## config.mk

```make
export PLATFORM = sky130hd
export DESIGN_NAME = letter_blit
export DESIGN_NICKNAME = d
export VERILOG_FILES = /design/src/rtl/letter_blit_pkg.sv /design/src/rtl/letter_blit_glyph_raster_counter.sv /design/src/rtl/letter_blit.sv
export SDC_FILE = /design/constraint.sdc
export NUM_CORES = 1
export LEC_CHECK = 0
export CORE_MARGIN = 1.5
export CORE_UTILIZATION = 37
export DETAILED_ROUTE_END_ITERATION = 8
export PLACE_DENSITY = 0.61
export SYNTH_ARGS = -nofsm -noshare
export SYNTH_HDL_FRONTEND = slang
export SYNTH_HIERARCHICAL = 1
export SYNTH_SLANG_ARGS = --single-unit
```

## constraint.sdc

```tcl
create_clock -name pixel_clk_in -period 7 [get_ports pixel_clk_in]
set_clock_uncertainty 0.1 [all_clocks]
set_input_delay 1.4 -clock pixel_clk_in [delete_from_list [all_inputs] [get_ports pixel_clk_in]]
set_output_delay 1.4 -clock pixel_clk_in [all_outputs]
set_load 0.02 [all_outputs]
```

## src/rtl/letter_blit_pkg.sv

```systemverilog
// Shared constants, state type and atlas-origin helper for the letter blitter.
// Glyph layout follows the letter atlas ROM: 8 glyph columns by 5 glyph rows.
package letter_pkg;

  localparam int unsigned NUM_LETTERS = 40;
  localparam int unsigned GLYPH_W_DEF = 15;
  localparam int unsigned GLYPH_H_DEF = 16;

  localparam int unsigned ROW_OFF [5] = '{0, 17, 32, 49, 65};
  localparam int unsigned COL_OFF [8] = '{0, 14, 28, 40, 56, 72, 84, 98};

  typedef enum logic [1:0] {
    IDLE,
    READ,
    DRAIN,
    DONE
  } state_e;

  // Atlas address of a glyph's top-left pixel; rows past the table fold to 0.
  function automatic int unsigned glyph_origin(input logic [5:0] letter,
                                               input int unsigned atlas_w);
    int unsigned row;
    row = 32'(letter[5:3]);
    if (row >= 5) row = 0;
    return ROW_OFF[row] * atlas_w + COL_OFF[letter[2:0]];
  endfunction

endpackage

```

## src/rtl/letter_blit_glyph_raster_counter.sv

```systemverilog
// Raster walker over a GLYPH_W x GLYPH_H cell, gx fastest; wraps to (0,0)
// after the last pixel and exposes first/last pixel flags.
module glyph_raster_counter
  import letter_pkg::*;
#(
  parameter int unsigned GLYPH_W = GLYPH_W_DEF,
  parameter int unsigned GLYPH_H = GLYPH_H_DEF,
  localparam int unsigned GX_W = $clog2(GLYPH_W),
  localparam int unsigned GY_W = $clog2(GLYPH_H)
) (
  input  logic            clk_i,
  input  logic            rst_ni,
  input  logic            clr_i,
  input  logic            en_i,
  output logic [GX_W-1:0] gx_o,
  output logic [GY_W-1:0] gy_o,
  output logic            first_o,
  output logic            last_o
);

  logic [GX_W-1:0] gx_q, gx_d;
  logic [GY_W-1:0] gy_q, gy_d;
  logic            gx_end, gy_end;

  assign gx_end = (gx_q == GX_W'(GLYPH_W - 1));
  assign gy_end = (gy_q == GY_W'(GLYPH_H - 1));

  always_comb begin
    gx_d = gx_q;
    gy_d = gy_q;
    if (clr_i) begin
      gx_d = '0;
      gy_d = '0;
    end else if (en_i) begin
      if (gx_end) begin
        gx_d = '0;
        gy_d = gy_end ? '0 : gy_q + GY_W'(1);
      end else begin
        gx_d = gx_q + GX_W'(1);
      end
    end
  end

  always_ff @(posedge clk_i or negedge rst_ni) begin
    if (!rst_ni) begin
      gx_q <= '0;
      gy_q <= '0;
    end else begin
      gx_q <= gx_d;
      gy_q <= gy_d;
    end
  end

  assign gx_o    = gx_q;
  assign gy_o    = gy_q;
  assign first_o = (gx_q == '0) && (gy_q == '0);
  assign last_o  = gx_end && gy_end;

endmodule

```

## src/rtl/letter_blit.sv

```systemverilog
// Copies one glyph from the 1-bit letter atlas ROM into the 1-bit framebuffer.
// Build option LETTER_BLIT_TRANSPARENT_EN: skip atlas-0 pixels (overlay mode).
module letter_blit
  import letter_pkg::*;
#(
  parameter int unsigned ATLAS_W = 119,
  parameter int unsigned ATLAS_H = 82,
  parameter int unsigned GLYPH_W = GLYPH_W_DEF,
  parameter int unsigned GLYPH_H = GLYPH_H_DEF,
  parameter int unsigned FB_W    = 320,
  parameter int unsigned FB_H    = 180,
  localparam int unsigned ATLAS_AW = $clog2(ATLAS_W * ATLAS_H),
  localparam int unsigned FB_AW    = $clog2(FB_W * FB_H)
) (
  input  logic                pixel_clk_in,
  input  logic                rst_n_in,
  input  logic                req_valid_in,
  output logic                req_ready_out,
  input  logic [5:0]          letter_in,
  input  logic [10:0]         dst_x_in,
  input  logic [9:0]          dst_y_in,
  output logic [ATLAS_AW-1:0] atlas_addr_out,
  input  logic                atlas_data_in,
  output logic [FB_AW-1:0]    fb_addr_out,
  output logic                fb_data_out,
  output logic                fb_we_out,
  output logic                busy_out,
  output logic                done_out,
  output logic [1:0]          error_out
);

  localparam int unsigned GX_W = $clog2(GLYPH_W);
  localparam int unsigned GY_W = $clog2(GLYPH_H);

  state_e          state_q, state_d;
  logic            drain_q, drain_d;
  logic [5:0]      letter_q;
  logic [10:0]     dst_x_q;
  logic [9:0]      dst_y_q;
  logic [1:0]      err_q, err_d;
  logic            accept, read_en, illegal;
  logic [GX_W-1:0] gx;
  logic [GY_W-1:0] gy;
  logic            last, first_unused;
  logic [11:0]     dx0, dy0, dx1_q, dy1_q, dx2_q, dy2_q;
  logic            inb0, inb1_q, inb2_q, vld1_q, vld2_q;

  assign accept  = (state_q == IDLE) && req_valid_in;
  assign read_en = (state_q == READ);
  assign illegal = (letter_in >= 6'(NUM_LETTERS));

  glyph_raster_counter #(
    .GLYPH_W(GLYPH_W),
    .GLYPH_H(GLYPH_H)
  ) u_raster (
    .clk_i  (pixel_clk_in),
    .rst_ni (rst_n_in),
    .clr_i  (accept),
    .en_i   (read_en),
    .gx_o   (gx),
    .gy_o   (gy),
    .first_o(first_unused),
    .last_o (last)
  );

  always_ff @(posedge pixel_clk_in or negedge rst_n_in) begin
    if (!rst_n_in) begin
      state_q  <= IDLE;
      drain_q  <= 1'b0;
      err_q    <= '0;
      letter_q <= '0;
      dst_x_q  <= '0;
      dst_y_q  <= '0;
    end else begin
      state_q <= state_d;
      drain_q <= drain_d;
      err_q   <= err_d;
      if (accept) begin
        letter_q <= letter_in;
        dst_x_q  <= dst_x_in;
        dst_y_q  <= dst_y_in;
      end
    end
  end

  always_comb begin
    state_d = state_q;
    drain_d = (state_q == DRAIN) && !drain_q;
    unique case (state_q)
      IDLE:    if (req_valid_in) state_d = illegal ? DONE : READ;
      READ:    if (last) state_d = DRAIN;
      DRAIN:   if (drain_q) state_d = DONE;
      DONE:    state_d = IDLE;
      default: state_d = IDLE;
    endcase
  end

  always_comb begin
    req_ready_out  = (state_q == IDLE);
    busy_out       = (state_q != IDLE);
    done_out       = (state_q == DONE);
    atlas_addr_out = '0;
    if (state_q == READ)
      atlas_addr_out = ATLAS_AW'(glyph_origin(letter_q, ATLAS_W)
                                 + 32'(gy) * ATLAS_W + 32'(gx));
  end

  // Destination coordinates travel two stages to line up with ROM data.
  assign dx0  = 12'(dst_x_q) + 12'(gx);
  assign dy0  = 12'(dst_y_q) + 12'(gy);
  assign inb0 = (dx0 < 12'(FB_W)) && (dy0 < 12'(FB_H));

  always_ff @(posedge pixel_clk_in or negedge rst_n_in) begin
    if (!rst_n_in) begin
      vld1_q <= 1'b0;
      vld2_q <= 1'b0;
      inb1_q <= 1'b0;
      inb2_q <= 1'b0;
      dx1_q  <= '0;
      dy1_q  <= '0;
      dx2_q  <= '0;
      dy2_q  <= '0;
    end else begin
      vld1_q <= read_en;
      vld2_q <= vld1_q;
      inb1_q <= inb0;
      inb2_q <= inb1_q;
      dx1_q  <= dx0;
      dy1_q  <= dy0;
      dx2_q  <= dx1_q;
      dy2_q  <= dy1_q;
    end
  end

  always_comb begin
    err_d = err_q;
    if (accept)
      err_d = {1'b0, illegal};
    else if (vld2_q && !inb2_q)
      err_d[1] = 1'b1;
  end

  always_comb begin
`ifdef LETTER_BLIT_TRANSPARENT_EN
    fb_we_out   = vld2_q && inb2_q && atlas_data_in;
    fb_data_out = fb_we_out;
`else
    fb_we_out   = vld2_q && inb2_q;
    fb_data_out = fb_we_out && atlas_data_in;
`endif
    fb_addr_out = '0;
    if (fb_we_out)
      fb_addr_out = FB_AW'(32'(dy2_q) * FB_W + 32'(dx2_q));
  end

  assign error_out = err_q;

endmodule

```

==> reports/summary.txt <==
Status -> finished clean
Nets -> 836
CTS tree -> built
Worst-Skew Late Latency -> 0.34 ns
P&R area growth vs syn -> 20.73%
Global-route wire length before repair -> 21710 um
Largest net degree at the start of global routing -> 63
Fill count -> 1579
Post-Synthesis Cell Area -> 6325 sq um
Syn_area_per_cell -> 10.65 sq um
Number of max-cap violations -> 0
Final Max Slew Viols -> 0
Setup CP Type -> register to output pin
Critical Path End Type -> output pin
Synth Net Count -> 753
Die W -> 133.7 um
DIE AREA -> 17890 sq um
Final core utilization -> 0.4588
Number of antenna-violating nets in the routed design -> 0
Share of post-route cells with drive strength above 1 -> 0.09971
Vias/cell -> 4.838
Vias in the first global route -> 4653
IO Port Bufs -> 67
Min setup slack post-route -> 0.2535 ns
Fin crit period -> 6.747 ns
Crit-path slowest cell -> fa_1
Number of I/O pins -> 68
Sink Count -> 88
Post-detail-place hpwl -> 9998 um
H-tree levels -> 3
Finished Layout Cells -> 902
Placer Congestion -> 0.8050
RSZ-0062 raised after global routing -> no
Total GRT Usage -> 0.1505
Min-Delay Path Class -> register to register
Iteration-0 DRC Markers -> 164
Most frequent CP cell -> fa_1
Setup_tns -> 0 ns
Worst path cell trace -> fa_1 -> fa_1 -> inv_1 -> fa_1 -> inv_1 -> fa_1 -> inv_1 -> fa_1 -> inv_1 -> ha_1 -> a211oi_2 -> o21ai_1 -> a21oi_1 -> or3_1 -> xor2_1 -> nor2_1 -> dlygate4sd2_1
Startpoint Class -> register
Per-cell routed wire length -> 13.71 um
CTS buffer count -> 9
Mapped Cells -> 594
Place WS -> 0.1619 ns
Core area -> 16640 sq um
Critical Path Fanout Max -> 6
Crit path buffers/inverters -> 5
Initial Util -> 0.3800
Final critical-path share of the clock period -> 0.9638
Detailed Routing Iterations Pass 1 -> 4
FMAX -> 148.2 MHz
Worst-Margin Slew -> 0.7797 ns
Worst EP arrival -> 5.25 ns
Ys Warns -> 6
# diodes -> 0
Hold bufs inserted after CTS -> 0
CTS max path bufs -> 2
Routed WL -> 12360 um
Initial antenna violation count -> 0
Gr ovfl total -> 0
Relative slew slack -> 0.4802
CP peak stage delay -> 0.53 ns
Crit path max-delay family -> adder cells
Reg clk slew, reported paths -> 0.07 ns
CTS root buf -> clkbuf_16
Final Hold Viols -> 0
# setup viols final -> 0
Dpl cells -> 883
Standard-cell rows -> 47
DRC viols -> 0
Overall die height -> 133.7 um
Via count -> 4364
Required @ worst endpoint -> 5.50 ns
-- per-stage QoR --
| step | hold slack [ns] | cell area (sq um) |
|---|---|---|
| after global placement | 0.2344 | 7306 |
| after floorplan | 0.2312 | 6325 |
| after detailed placement | 0.2347 | 7306 |
| after CTS | 0.2496 | 7596 |
| final | 0.2480 | 7636 |
| after global routing | 0.2585 | 7636 |
-- sequential cells by signal, indices dropped and copies added (netlist names), 6 cells and up --
| name | flops |
|---|---|
| dst_x_q | 11 |
| dst_y_q | 10 |
| dx1_q | 12 |
| dx2_q | 12 |
| dy1_q | 10 |
| dy2_q | 10 |
| letter_q | 6 |
-- routing by layer --
layer	global-route usage	routed length, um	vias to the layer above
li1	-	-	2173
met1	0.1842	5531	2103
met2	0.2712	6265	74
met3	0.01979	343	14
met4	0.05254	223	0
met5	0	0	-
-- layout by cell type, fill, tap and decap left out, types with 4 or more instances in the layout --
cell and instances:
a21oi_1 25, nor2b_1 5, clkdlybuf4s50_1 60, o21a_1 6, or3_1 5, nor2_1 38
a211oi_1 8, xor2_1 16, mux2i_1 4, buf_4 12, and2_1 5, inv_6 4
nor3_1 5, mux2_2 25, o21ai_1 5, o21ai_0 23, xnor2_1 19, and3_1 11
a21o_1 10, nand2b_1 9, clkbuf_16 9, fa_1 35, inv_1 85, ha_1 93
dfrtp_1 87, nand2_1 16, nand3_1 11
-- timing repair --
action / in CTS / in global routing
gates resized for setup: 4 / 11
endpoints found under the hold margin: 0 / 0
buffers inserted: 0 / 3
setup endpoints to repair: 4 / 7
-- worst paths after layout --
kind	from	to	slack (ns)	cells after the start
min in group asynchronous	rst_n_in	dst_x_q[3]	0.85	1
worst min-delay path	dx1_q[8]	dx2_q[8]	0.25	0
max in group asynchronous	rst_n_in	u_raster/gy_o[3]	4.80	2
worst max-delay path	u_raster/gy_o[2]	atlas_addr_out[12]	0.25	17
worst min register to register	dx1_q[8]	dx2_q[8]	0.25	0
worst max register to register	u_raster/gx_o[0]	inb1_q	4.41	9
-- final cells by class --
class | instances | area (sq um) | area share
timing repair buffer | 78 | 747.0 | 0.09782
multi-input combinational | 413 | 3789 | 0.4961
tap | 220 | 275.3 | 0.03605
clock inverter | 7 | 70.07 | 0.009176
sequential | 88 | 2203 | 0.2885
inverter | 87 | 326.6 | 0.04277
clock buffer | 9 | 225.2 | 0.02949
Power is not shown: default switching activity piles up to over one toggle a cycle in this logic, so the estimate is an artifact.
